$ cat config.mk
export PLATFORM = sky130hd
export DESIGN_NAME = fetch_sequencer
export DESIGN_NICKNAME = d
export VERILOG_FILES = /design/src/rtl/fetch_sequencer.sv
export SDC_FILE = /design/constraint.sdc
export NUM_CORES = 1
export LEC_CHECK = 0
export ABC_AREA = 1
export CAP_MARGIN = 5
export CORE_MARGIN = 5
export CORE_UTILIZATION = 49
export CTS_CLUSTER_SIZE = 14
export DETAILED_ROUTE_END_ITERATION = 6
export GPL_TIMING_DRIVEN = 0
export PLACE_DENSITY = 0.85
export SYNTH_ARGS = -nofsm -noshare
export SYNTH_HDL_FRONTEND = slang
export SYNTH_SLANG_ARGS = --single-unit
$ cat constraint.sdc
create_clock -name clk -period 3.6 [get_ports clk]
set_clock_uncertainty 0.2 [all_clocks]
set_input_delay 0.72 -clock clk [delete_from_list [all_inputs] [get_ports clk]]
set_output_delay 0.72 -clock clk [all_outputs]
set_load 0.02 [all_outputs]
$ cat src/rtl/fetch_sequencer.sv
// Instruction fetch sequencer: walks FETCH -> LATCH -> DECODE per instruction,
// folds an EXTEND prefix into the following word and tracks the bank selects.
module fetch_sequencer #(
  parameter logic [15:0] RESET_Z     = 16'd2048,
  parameter logic [15:0] EXTEND_WORD = 16'd6
) (
  input  logic        clk,
  input  logic        reset,
  input  logic        start,
  input  logic        halt,
  input  logic        stall,
  input  logic [15:0] memResult,
  input  logic        loadBanks,
  input  logic [8:0]  bankIn,
  output logic [11:0] memAddress,
  output logic [2:0]  eBank,
  output logic [4:0]  fBank,
  output logic        superBank,
  output logic [15:0] regZ,
  output logic [15:0] instr,
  output logic [2:0]  opcode,
  output logic        extended,
  output logic        instrValid,
  output logic        busy
);

  typedef enum logic [1:0] {S_IDLE, S_FETCH, S_LATCH, S_DECODE} state_t;

  state_t      r_state;
  state_t      w_next;
  logic [15:0] r_z;
  logic [15:0] r_instr;
  logic [11:0] r_addr;
  logic        r_ext;
  logic [2:0]  r_ebank;
  logic [4:0]  r_fbank;
  logic        r_super;
  logic        w_is_prefix;
  logic        w_valid;
  logic        w_ext_set;
  logic        w_ext_clr;

  always_comb begin
    w_next      = r_state;
    w_valid     = 1'b0;
    w_ext_set   = 1'b0;
    w_ext_clr   = 1'b0;
    // A prefix seen while already extended is an ordinary instruction (no chaining).
    w_is_prefix = (r_instr == EXTEND_WORD) && !r_ext;
    case (r_state)
      S_IDLE:   if (start) w_next = S_FETCH;
      S_FETCH:  w_next = S_LATCH;
      S_LATCH:  w_next = S_DECODE;
      S_DECODE: begin
        if (w_is_prefix) begin
          w_ext_set = 1'b1;
          w_next    = S_FETCH;
        end else begin
          w_valid   = 1'b1;
          w_ext_clr = 1'b1;
          w_next    = halt ? S_IDLE : S_FETCH;
        end
      end
      default:  w_next = S_IDLE;
    endcase
    if (stall) begin
      w_next    = r_state;
      w_valid   = 1'b0;
      w_ext_set = 1'b0;
      w_ext_clr = 1'b0;
    end
  end

  always_ff @(posedge clk or posedge reset) begin
    if (reset) r_state <= S_IDLE;
    else       r_state <= w_next;
  end

  always_ff @(posedge clk or posedge reset) begin
    if (reset) begin
      r_z     <= RESET_Z;
      r_instr <= 16'd0;
      r_addr  <= 12'd0;
      r_ext   <= 1'b0;
      r_ebank <= 3'd0;
      r_fbank <= 5'd0;
      r_super <= 1'b0;
    end else if (!stall) begin
      if (r_state == S_FETCH) r_addr <= r_z[11:0];
      if (r_state == S_LATCH) begin
        r_instr <= memResult;
        r_z     <= r_z + 16'd1;
      end
      if (w_ext_set)      r_ext <= 1'b1;
      else if (w_ext_clr) r_ext <= 1'b0;
      if (loadBanks) begin
        r_super <= bankIn[8];
        r_fbank <= bankIn[7:3];
        r_ebank <= bankIn[2:0];
      end
    end
  end

  // The address is presented during FETCH itself, then held by r_addr.
  assign memAddress = (r_state == S_FETCH) ? r_z[11:0] : r_addr;
  assign eBank      = r_ebank;
  assign fBank      = r_fbank;
  assign superBank  = r_super;
  assign regZ       = r_z;
  assign instr      = r_instr;
  assign opcode     = r_instr[14:12];
  assign extended   = r_ext;
  assign instrValid = w_valid;
  assign busy       = (r_state != S_IDLE);

endmodule

==> metrics.csv, run 1 <==
metric,value,unit
status,completed,
cts hold-fix bufs,0,
Avg WL per Cell,13.2,um
vias in the first global route,2333,
Tightest Pin Transition,604,ps
reg2reg setup slack,1560,ps
CP Launch Type,flop,
Vias/cell,4.87,
Layout area overhead,41.8,%
sequential share of power,37.0,%
Setup Buffers After CTS,0,
synth unique cells,26,
Die Wd,83.5,um
hold depth,2,
Slew headroom,59.6,%
PD cells,678,nW/um^2
Die Y,83.5,um
core area,5170,sq um
async set-reset flop share out of synthesis,100,%
Final min period,3370,ps
IO Count,90,
fin. max-slew vios,0,
detailed placement HPWL,4.79,mm
Post-DRT Antenna Nets,0,
clock network power share,15.9,%
worst reg2reg path startpoint,r_state[0],
total power,2.54,mW
CTS tree,yes,
site row count,26,
Synthesized Nets,339,
final setup margin,233,ps
Post-synth EDFFs,0,
Finished Cell Area,3750,sq um
critical path required time,2680,ps
DR pass1 iterations,4,
WL final,6.22,mm
share of cells above drive strength 1,9.25,%
post-route DRC violation count,0,
"commonest non-fill, non-tap cell in the layout",nand2_1,
DP Area,3640,sq um
# resized after CTS,0,
mapped cell area,2650,sq um
Detailed Route Iter0 Violations,133,
final RePlAce weighted congestion,0.826,
Final TNS setup,0,ps
Critical Path Sink Type,primary output,
crit share post-route,93.5,%
worst r2r path cells,11,
Sw Pwr,0.991,mW
Min-Delay Startpoint,instr[15],
fill cell count,391,
YS warnings,0,
clk slew on worst S/H paths,90,ps
overall routing resource usage,18.9,%
Logic pwr share,47.1,%
worst min path class,reg2reg,
CTS buffer count,5,
CTS sink count,56,
register area share after synthesis,53.0,%
Die Area,6970,sq um
n_diodes,0,
clk buf depth,2,
"Setup violations, final",0,
H-tree levels,2,
largest net degree at the start of global routing,30,
Max IR drop VDD,0.000411,V
Worst-Skew Late Latency,300,ps
leak pwr,1.73,nW
CP max FO,10,
Worst EP arrival,2450,ps
CP Class,reg2out,
Via Count,2287,
CTS root buf,clkbuf_8,
worst hold path endpoint,instr[15],
switching share of power,39.0,%
Crit Reg-Reg Endpoint,regZ[14],
synthesized instance count,302,
internal power,1.55,mW
Yosys reg bits,56,
PortBufs,89,
Mean Syn Cell Area,8.76,sq um
ys flop type,dfrtp_1,
Final Hold Fails,0,
gr ovfl total,0,
first-pass GRT wire length,10.9,mm
Initial Util,51.1,%
Placement Setup Slack,336,ps
RSZ-0062 raised after global routing,false,
initial antenna violation count,0,
max-cap viol count,0,
FMAX,297,MHz
Final nets,436,
"commonest non-fill, non-tap cells in the layout","nand2_1, clkdlybuf4s50_1, dfrtp_1",
## stage by stage
stage	instances	util, %	hold WS [ps]
final	470	72.5	310
after global routing	470	72.5	333
after CTS	470	72.5	314
after detailed placement	462	70.4	287
after global placement	461	70.1	270
after floorplan	302	-	288
## critical path: stages, from the launching register on
cell,delay (ps)
dfrtp_1,410
inv_1,150
ha_1,270
clkbuf_1,410
nand2_1,100
o21ai_0,140
clkdlybuf4s50_1,670
## sequential cells by signal, indices dropped and copies added (netlist names)
name and count:
instr 16, superBank 1, r_addr 12, r_state 2, fBank 5, regZ 16, extended 1, eBank 3
## power by group through the flow
stage / combinational, mW / sequential [mW] / clock, mW
2_1_floorplan: 0.508 / 1.09 / 0
3_3_place_gp: 1.18 / 0.943 / 0
3_5_place_dp: 1.21 / 0.949 / 0
4_1_cts: 1.21 / 0.939 / 0.414
5_1_grt: 1.30 / 0.972 / 0.437
6_report: 1.20 / 0.940 / 0.405
## cell type report
| class | instances | area (sq um) | share of cell area [%] |
|---|---|---|---|
| clock buffers | 6 | 72.6 | 1.93 |
| inverters | 31 | 116 | 3.10 |
| flip-flops and latches | 56 | 1400 | 37.4 |
| clock inverters | 2 | 35.0 | 0.934 |
| multi-input cells | 205 | 1070 | 28.7 |
| well taps | 70 | 87.6 | 2.33 |
| plain buffers | 10 | 51.3 | 1.37 |
| repair buffers | 90 | 911 | 24.3 |
## per-layer routing
layer,track usage [%],vias to the layer above,wire length (um)
li1,-,1123,-
met1,22.6,1104,2520
met2,34.8,56,3330
met3,3.46,4,321
met4,4.82,0,49
met5,0,-,0
## worst max path at each step
stage	slack (ps)	cells after the start	endpoint	startpoint
3_3_place_gp	310	2	instr[15]	reset
2_1_floorplan	1270	2	instrValid	stall
6_report	230	6	memAddress[1]	r_state[1]
4_1_cts	190	6	memAddress[7]	r_state[1]
3_5_place_dp	340	4	instrValid	stall
5_1_grt	40	6	memAddress[8]	r_state[1]
## cells in the mapped netlist, types with 2 or more instances
master	instances	area, sq um
nor3_4	2	32.5
nor3_1	3	15.0
clkbuf_1	5	18.8
inv_2	2	7.51
o21ai_0	26	130
dfrtp_1	55	1380
nor2_4	3	33.8
nand2_1	104	390
xnor2_1	4	35.0
buf_2	2	10.0
mux2_2	9	101
nand2_2	3	18.8
nor2_1	23	86.3
inv_1	29	109
nand3_1	8	40.0
ha_1	6	75.1
xor2_1	7	61.3
buf_4	3	22.5
## cell families (layout without fill, tap and decap cells)
| logic type | Yosys count | count (layout) | share of synthesized area, % |
|---|---|---|---|
| adders and majority gates | 6 | 6 | 2.84 |
| and+or+nand+nor | 152 | 152 | 25.1 |
| DFF | 56 | 56 | 53.0 |
| muxes | 9 | 9 | 3.83 |
| AOI/OAI and AO/OA | 27 | 27 | 5.20 |
| xor gates and xnor gates | 11 | 11 | 3.64 |
| buffers and inverters | 41 | 139 | 6.34 |
(Power assumes the default switching activity.)
==> inputs of run 2 (changes only) <==
--- a/config.mk
+++ b/config.mk
@@ -13,6 +13,7 @@
 export DETAILED_ROUTE_END_ITERATION = 6
 export GPL_TIMING_DRIVEN = 0
 export PLACE_DENSITY = 0.85
+export SLEW_MARGIN = 20
 export SYNTH_ARGS = -nofsm -noshare
 export SYNTH_HDL_FRONTEND = slang
 export SYNTH_SLANG_ARGS = --single-unit
==> run 2 against run 1 <==
Die area unchanged; utilization fell by 0.68 points; sequential cell count unchanged; via count rose by 0.57%; combinational power about the same; cell count decreased by 0.21%; worst hold slack worse by 2.5 ps; clock power is 15% lower; critical path depth unchanged; first-iteration DRC count is 6.8% higher; critical path type unchanged; largest cell class unchanged; largest power group unchanged.
==> metrics.csv, run 2 (synthesis results as in run 1) <==
metric,value,unit
CTS sink count,56,
Placed Cells,461,
FMAX,296,MHz
internal power,1.50,mW
Tightest Pin Transition,677,ps
worst r2r path cells,11,
Vias/cell,4.90,
CP Launch Type,flop,
switching share of power,39.5,%
Critical path origin,r_state[1],
Sw Pwr,0.981,mW
DRT met1 WL,2.43,mm
max-cap viol count,0,
Die Y,83.5,um
Via Count,2300,
CTS buffer count,5,
PortBufs,89,
worst reg2reg path startpoint,r_state[0],
Avg WL per Cell,13.3,um
post-route DRC violation count,0,
Final nets,435,
"slowest stage delay, CP",670,ps
crit-path cells,"inv_1, ha_1, clkbuf_1, nand2_1, o21ai_0, clkdlybuf4s50_1",
Final Hold Fails,0,
cts hold-fix bufs,0,
Initial Util,51.1,%
RSZ-0062 raised after global routing,false,
fin cells,469,
fill cell count,418,
Layout area overhead,40.5,%
detailed placement HPWL,4.73,mm
Final min period,3380,ps
CP Class,reg2out,
overall routing resource usage,18.8,%
H-tree levels,2,
CP max FO,10,
met3 WL,396,um
WL final,6.22,mm
largest net degree at the start of global routing,57,
Worst EP arrival,2460,ps
Die Wd,83.5,um
site row count,26,
vias in the first global route,2392,
critical path required time,2680,ps
crit share post-route,93.9,%
reg2reg setup slack,1580,ps
Slew headroom,54.8,%
Detailed Route Iter0 Violations,142,
"commonest non-fill, non-tap cell in the layout",nand2_1,
"commonest non-fill, non-tap cells in the layout","nand2_1, clkdlybuf4s50_1, dfrtp_1",
Crit Reg-Reg Endpoint,regZ[14],
clk buf depth,2,
CTS root buf,clkbuf_8,
final RePlAce weighted congestion,0.826,
n_diodes,0,
Die Area,6970,sq um
worst min path class,reg2reg,
Max IR drop VDD,0.000426,V
leak pwr,1.71,nW
CP endpoint,memAddress[8],
clk slew on worst S/H paths,90,ps
max layer used,met4,
"Slowest-stage cell, CP",clkdlybuf4s50_1,
Post-DRT Antenna Nets,0,
share of cells above drive strength 1,8.77,%
PD cells,668,nW/um^2
# resized after CTS,0,
sequential share of power,37.9,%
fin. max-slew vios,0,
clock network power share,13.9,%
core area,5170,sq um
status,completed,
Critical Path Sink Type,primary output,
initial antenna violation count,0,
Setup Buffers After CTS,0,
Logic pwr share,48.2,%
gr ovfl total,0,
Final TNS setup,0,ps
DR pass1 iterations,7,
"Setup violations, final",0,
IO Count,90,
routed length on met2,3.32,mm
worst hold slack,307,ps
Worst-Skew Late Latency,300,ps
CTS tree,yes,
first-pass GRT wire length,10.9,mm
run 2: critical path, delay by kind of cell, from the launching register on:
kind / cells / cell delay, ps
AO/OA/AOI/OAI: 1 / 140
adder cells (fa/ha/maj): 1 / 270
buffers and inverters: 3 / 1230
flip-flops: 1 / 410
AND/OR/NAND/NOR: 1 / 90
run 2: final cells by class:
class | count | area [sq um] | area share [%]
sequential | 56 | 1400 | 37.7
timing repair buffer | 89 | 891 | 24.0
clock buffer | 8 | 90.1 | 2.42
inverter | 31 | 119 | 3.20
multi-input combinational | 205 | 1070 | 28.9
buffer | 10 | 51.3 | 1.38
tap | 70 | 87.6 | 2.36
run 2: worst min-delay path by stage:
stage | start | to | depth (start not counted)
3_5_place_dp | instr[15] | instr[15] | 2
5_1_grt | instr[15] | instr[15] | 2
4_1_cts | regZ[14] | regZ[14] | 2
6_report | regZ[14] | regZ[14] | 2
2_1_floorplan | r_addr[10] | r_addr[10] | 2
3_3_place_gp | regZ[15] | regZ[15] | 2
run 2: routing by layer:
metal	vias up	track usage, %
met4	0	4.97
met1	1097	22.1
met3	9	3.95
li1	1124	-
met5	-	0
met2	70	34.8
run 2: power by group through the flow:
stage | logic [mW] | registers (mW) | clock network [mW]
3_3_place_gp | 1.18 | 0.943 | 0
5_1_grt | 1.31 | 0.972 | 0.382
2_1_floorplan | 0.508 | 1.09 | 0
3_5_place_dp | 1.21 | 0.950 | 0
4_1_cts | 1.21 | 0.941 | 0.359
6_report | 1.20 | 0.941 | 0.345
run 2: stage by stage:
stage	setup slack (ps)	utilization, %	instance area [sq um]	power [mW]
2_1_floorplan	1270	-	2650	1.59
3_3_place_gp	308	70.1	3620	2.12
3_5_place_dp	332	70.1	3630	2.16
4_1_cts	226	71.8	3720	2.51
5_1_grt	10.6	71.8	3720	2.66
6_report	221	71.8	3720	2.48
